$ cat src/rtl/itch_pkg.sv
// Shared types and defaults for the ITCH frame sequencer: FSM states,
// header geometry and the protocol values checked in the header.
package itch_pkg;

    typedef enum logic [1:0] {
        IDLE,
        HDR,
        PAYLOAD,
        DROP
    } state_t;

    localparam int unsigned HDR_BEATS  = 8;
    localparam logic [15:0] ETYPE_IPV4 = 16'h0800;
    localparam logic [7:0]  PROTO_UDP  = 8'd17;

    // Header beats carrying the EtherType and the IP protocol byte
    localparam logic [6:0] IDX_ETYPE = 7'd1;
    localparam logic [6:0] IDX_PROTO = 7'd3;

endpackage

$ cat src/rtl/itch_frame_stats.sv
// Frame counters (wrapping) and registered one-cycle error pulses,
// driven by single-cycle event strobes from the sequencer FSM.
module itch_frame_stats (
    input  logic        clk,
    input  logic        rst,
    input  logic        inc_ok,
    input  logic        inc_drop,
    input  logic        runt,
    input  logic        proto,
    output logic [15:0] frames_ok,
    output logic [15:0] frames_drop,
    output logic        err_runt,
    output logic        err_proto
);

    always_ff @(posedge clk or posedge rst) begin
        if (rst) begin
            frames_ok   <= '0;
            frames_drop <= '0;
            err_runt    <= 1'b0;
            err_proto   <= 1'b0;
        end else begin
            err_runt  <= runt;
            err_proto <= proto;
            if (inc_ok)
                frames_ok <= frames_ok + 16'd1;
            if (inc_drop)
                frames_drop <= frames_drop + 16'd1;
        end
    end

endmodule

$ cat src/rtl/itch_frame_sequencer.sv
// Splits an incoming 64-bit beat stream into header beats (indexed for the
// field decoders) and a zero-latency payload stream, dropping bad frames.
module itch_frame_sequencer #(
    parameter int unsigned HDR_BEATS  = itch_pkg::HDR_BEATS,
    parameter logic [15:0] ETYPE_IPV4 = itch_pkg::ETYPE_IPV4,
    parameter logic [7:0]  PROTO_UDP  = itch_pkg::PROTO_UDP
) (
    input  logic        clk,
    input  logic        rst,
    input  logic        rx_valid,
    input  logic        rx_sop,
    input  logic        rx_eop,
    input  logic [63:0] rx_data,
    output logic        rx_ready,
    output logic [6:0]  beat_idx,
    output logic        beat_en,
    output logic        hdr_valid,
    output logic        pay_valid,
    output logic [63:0] pay_data,
    output logic        pay_last,
    input  logic        pay_ready,
    output logic [15:0] frames_ok,
    output logic [15:0] frames_drop,
    output logic        err_runt,
    output logic        err_proto
);

    import itch_pkg::*;

    localparam logic [6:0] LAST_IDX = 7'(HDR_BEATS - 1);

    state_t     state;
    state_t     state_next;
    logic [6:0] hdr_cnt;
    logic [6:0] hdr_cnt_next;
    logic [6:0] idx_last;
    logic [6:0] cur_idx;
    logic       accept;
    logic       sop_acc;
    logic       eop_acc;
    logic       abort;
    logic       bad_hdr;
    logic       hdr_done;
    logic       inc_ok;
    logic       inc_drop;
    logic       runt;
    logic       proto;

    // State register
    always_ff @(posedge clk or posedge rst) begin
        if (rst)
            state <= IDLE;
        else
            state <= state_next;
    end

    always_ff @(posedge clk or posedge rst) begin
        if (rst) begin
            hdr_cnt   <= '0;
            idx_last  <= '0;
            hdr_valid <= 1'b0;
        end else begin
            hdr_cnt   <= hdr_cnt_next;
            hdr_valid <= hdr_done;
            if (beat_en)
                idx_last <= cur_idx;
        end
    end

    // Next-state logic
    always_comb begin
        state_next   = state;
        hdr_cnt_next = hdr_cnt;
        if (beat_en) begin
            hdr_cnt_next = cur_idx + 7'd1;
            if (eop_acc)
                state_next = IDLE;
            else if (bad_hdr)
                state_next = DROP;
            else if (hdr_done)
                state_next = PAYLOAD;
            else
                state_next = HDR;
        end else if (eop_acc) begin
            state_next = IDLE;
        end
    end

    // Outputs and event strobes
    always_comb begin
        rx_ready = (state == PAYLOAD) ? pay_ready : 1'b1;
        accept   = rx_valid & rx_ready;
        sop_acc  = accept & rx_sop;
        eop_acc  = accept & rx_eop;
        abort    = sop_acc & (state != IDLE);
        // Any accepted sop restarts the header, whatever the current state
        beat_en  = sop_acc | (accept & (state == HDR));
        cur_idx  = sop_acc ? '0 : hdr_cnt;
        beat_idx = beat_en ? cur_idx : idx_last;
        bad_hdr  = beat_en &
                   (((cur_idx == IDX_ETYPE) && (rx_data[63:48] != ETYPE_IPV4)) ||
                    ((cur_idx == IDX_PROTO) && (rx_data[15:8]  != PROTO_UDP)));
        hdr_done = beat_en & ~bad_hdr & (cur_idx == LAST_IDX);

        pay_valid = (state == PAYLOAD) & rx_valid & ~rx_sop;
        pay_data  = rx_data;
        pay_last  = pay_valid & rx_eop;

        inc_ok   = 1'b0;
        inc_drop = 1'b0;
        runt     = 1'b0;
        proto    = 1'b0;
        if (abort) begin
            inc_drop = 1'b1;
            runt     = 1'b1;
        end else if (beat_en) begin
            if (bad_hdr) begin
                proto    = 1'b1;
                inc_drop = eop_acc;
            end else if (hdr_done) begin
                inc_ok = eop_acc;
            end else if (eop_acc) begin
                runt     = 1'b1;
                inc_drop = 1'b1;
            end
        end else if (eop_acc) begin
            inc_ok   = (state == PAYLOAD);
            inc_drop = (state == DROP);
        end
    end

    itch_frame_stats u_stats (
        .clk         (clk),
        .rst         (rst),
        .inc_ok      (inc_ok),
        .inc_drop    (inc_drop),
        .runt        (runt),
        .proto       (proto),
        .frames_ok   (frames_ok),
        .frames_drop (frames_drop),
        .err_runt    (err_runt),
        .err_proto   (err_proto)
    );

endmodule

$ cat config.mk
export PLATFORM = sky130hd
export DESIGN_NAME = itch_frame_sequencer
export DESIGN_NICKNAME = d
export VERILOG_FILES = /design/src/rtl/itch_pkg.sv /design/src/rtl/itch_frame_stats.sv /design/src/rtl/itch_frame_sequencer.sv
export SDC_FILE = /design/constraint.sdc
export NUM_CORES = 1
export LEC_CHECK = 0
export ABC_AREA = 1
export ABC_CLOCK_PERIOD_IN_PS = 3300
export BUFFER_PORTS_ARGS = -buffer_cell sky130_fd_sc_hd__buf_2
export CELL_PAD_IN_SITES_DETAIL_PLACEMENT = 0
export CELL_PAD_IN_SITES_GLOBAL_PLACEMENT = 1
export CORE_MARGIN = 5
export CORE_UTILIZATION = 34
export DETAILED_ROUTE_END_ITERATION = 16
export PLACE_DENSITY = 0.95
export SLEW_MARGIN = 20
export SYNTH_ARGS = -nofsm -noshare
export SYNTH_HDL_FRONTEND = slang
export SYNTH_SLANG_ARGS = --single-unit
$ cat constraint.sdc
create_clock -name clk -period 3.3 [get_ports clk]
set_input_delay 0.33 -clock clk [delete_from_list [all_inputs] [get_ports clk]]
set_output_delay 0.33 -clock clk [all_outputs]
set_load 0.005 [all_outputs]
==> impl_metrics.py <==
metrics = {
    "sta": {
        "hold_slack_ps": 144.9,
        "fin_setup_tns_ps": 0,
        "hold_viol": 0,
        "timing.slew.headroom_pct": 45.79,
        "fin_crit_sh_pct": 68.10,
        "setup_viol": 0,
        "fmax_mhz": 445.0,
        "tightest_slew_ps": 813.1,
        "slew_viol_final": 0,
        "skew_ps": 9.945,
        "grt_setup_unrepaired": "false",
        "fin_crit_ps": 2247,
    },
    "detailed_routing": {
        "drcViolationCount": 0,
        "via_count": 2890,
        "wl_per_cell_um": 12.72,
        "viasPerCell": 4.661,
        "routed_wirelength_um": 7885,
        "first_iter_violations": 149,
        "ant_nets": 0,
        "drt_pre_antenna_iters": 4,
    },
    "cts": {
        "cts_tree": "yes",
        "clk_path_buf_depth": 2,
        "ctsHoldBuffers": 0,
        "cts_inserted_buffers": 5,
        "clkSinkCount": 51,
        "insertion_delay_ps": 300,
        "clk_pin_slew_ps": 100,
        "cts_root_buf": "clkbuf_8",
        "post_cts_buffers": 0,
        "postCtsResizedCells": 0,
        "h-tree-depth": 2,
    },
    "synth": {
        "ys_ff_latch": 51,
        "yosysUniqueCellTypes": 31,
        "yosys_warnings": 0,
        "synth.area.top_cells": "dfrtp_1 (37%), buf_4 (15%), nand2_1 (13%)",
        "synth_largest_area_cell": "dfrtp_1",
        "yosysSeqAreaShare_pct": 37.12,
        "syn-mean-instance-area_um2": 7.624,
        "synth.top_cell.area_share_pct": 37.12,
        "syn-num-nets": 525,
        "synthCells": 451,
        "syn_area_um2": 3438,
    },
    "grt": {
        "busiest_layer": "met2",
        "grt.met1_usage_pct": 16.12,
        "grt_usage_pct": 12.70,
        "use_met2_pct": 21.80,
        "grt_pass1_wl_um": 13390,
        "gr-total-overflow": 0,
        "grtUsageMet3_pct": 3.118,
        "grt_max_degree": 34,
        "antenna_found_initial": 0,
        "grt_pass1_vias": 2899,
    },
    "finish": {
        "drive_above_1_share_pct": 25.26,
        "n_antenna_cell": 0,
        "fillCellCount": 1046,
        "layout_common_cells": "nand2_1 (120), buf_2 (99), nand3_1 (55)",
        "syn_to_final_growth_pct": 7.642,
        "final_common_cell": "nand2_1",
        "layout.cells.non_filler": 620,
        "final_net_count": 560,
    },
    "power_and_ir_drop": {
        "total_power_mw": 1.896,
        "worst_ir_drop_vdd_mv": 0.2578,
        "leakage_nw": 2.050,
        "power_density_nw_per_um2": 512.3,
    },
    "floorplanning": {
        "die-area_um2": 12220,
        "core_um2": 9819,
        "die_h_um": 110.6,
        "pin_count": 180,
        "dieWidth_um": 110.6,
        "start_util_pct": 35.02,
        "num_rows": 36,
    },
    "place": {
        "dp_cells": 612,
        "gp_congestion": 0.8556,
        "hpwl_um": 6016,
        "portBuffers": 99,
    },
    "worst_setup_path": {
        "arrival_ps": 2440,
        "endpoint_kind": "flip-flop",
        "crit_path_start_kind": "flip-flop",
        "crit_type": "flip-flop to flip-flop",
        "required_ps": 3490,
        "path_max_fanout": 17,
    },
    "min_path": {
        "hold_class": "input port to async pin",
    },
    "status": {
        "status": "completed",
    },
    "run": {
        "maxCapViolations": 0,
    },
}
-- path summary, 6_finish.rpt --
kind	to	startpoint	slack, ps	cells past startpoint
hold / removal	u_stats.frames_ok[6]	rst	140	2
min in group clk	state[0]	rx_eop	430	4
max in group asynchronous	u_stats.frames_drop[3]	rst	2410	3
setup reg to reg	u_stats.frames_ok[4]	state[0]	1050	13
hold reg to reg	idx_last[3]	idx_last[3]	470	2
setup / recovery	u_stats.frames_ok[4]	state[0]	1050	13
-- final cells by class --
cell class | count | area (um^2) | share of cell area (%)
Tap cell | 133 | 166.4 | 4.496
Clock inverter | 2 | 60.06 | 1.623
Timing Repair Buffer | 100 | 503.0 | 13.59
Clock buffer | 6 | 72.57 | 1.961
Multi-Input combinational cell | 288 | 1473 | 39.79
Sequential cell | 51 | 1276 | 34.48
Inverter | 40 | 150.1 | 4.057
-- cells in the mapped netlist (all sizes together) --
cell type / number
inv: 39
nand4: 7
clkinv: 1
clkbuf: 1
nand3b: 2
o31ai: 2
o21ai: 14
nand3: 58
o22ai: 1
nor2: 34
xor2: 20
nor3: 7
nand2: 126
or2: 1
buf: 71
dfrtp: 51
nor3b: 1
xnor2: 9
ha: 4
a21oi: 2
-- metal layers --
metal  wire length (um)  share of wire, %
met3                468               5.9
met2               3869                49
met1               3507                44
met5                  0                 0
met4                 40              0.51
-- metrics by stage --
step / util, % / cell area [um^2] / setup slack (ps)
finish: 37.69 / 3701 / 1053
global route: 37.69 / 3701 / 780.0
CTS: 37.69 / 3701 / 1033
detailed placement: 36.34 / 3568 / 1063
global placement: 36.34 / 3568 / 1142
floorplan: - / 3438 / 1260
-- power breakdown --
| group | switching [mW] | total, mW | internal (mW) |
|---|---|---|---|
| clock network | 0.218 | 0.521 | 0.303 |
| logic | 0.327 | 0.530 | 0.203 |
| registers | 0.115 | 0.845 | 0.730 |
| total | 0.660 | 1.90 | 1.24 |
-- critical path: stages (launching register included) --
cell and delay [ps]:
dfrtp_1 430, inv_2 100, nand3_2 100, nand3_4 170
nand2_1 140, inv_1 90, ha_1 180, inv_1 90
nor2_2 120, nand3_2 140, nand2_4 230, nand2_4 170
nand2_1 100, nand2_1 50
-- sequential cells by signal, indices dropped and copies added (netlist names) --
signal and flops:
u_stats.err_proto 1, hdr_valid 1, hdr_cnt 7, state 2, idx_last 7, u_stats.err_runt 1, u_stats.frames_drop 16, u_stats.frames_ok 16
-- logic make-up (layout without fill, tap and decap cells) --
logic type / Yosys count / after routing / synth area share [%]
XOR/XNOR: 29 / 29 / 7.387
adder cells (fa/ha/maj): 4 / 4 / 1.456
flip-flops: 51 / 51 / 37.12
AO/OA/AOI/OAI: 19 / 19 / 3.202
buffers and inverters: 112 / 148 / 20.05
AND/OR/NAND/NOR: 236 / 236 / 30.79
No activity file was read; power rests on OpenSTA's default activity.
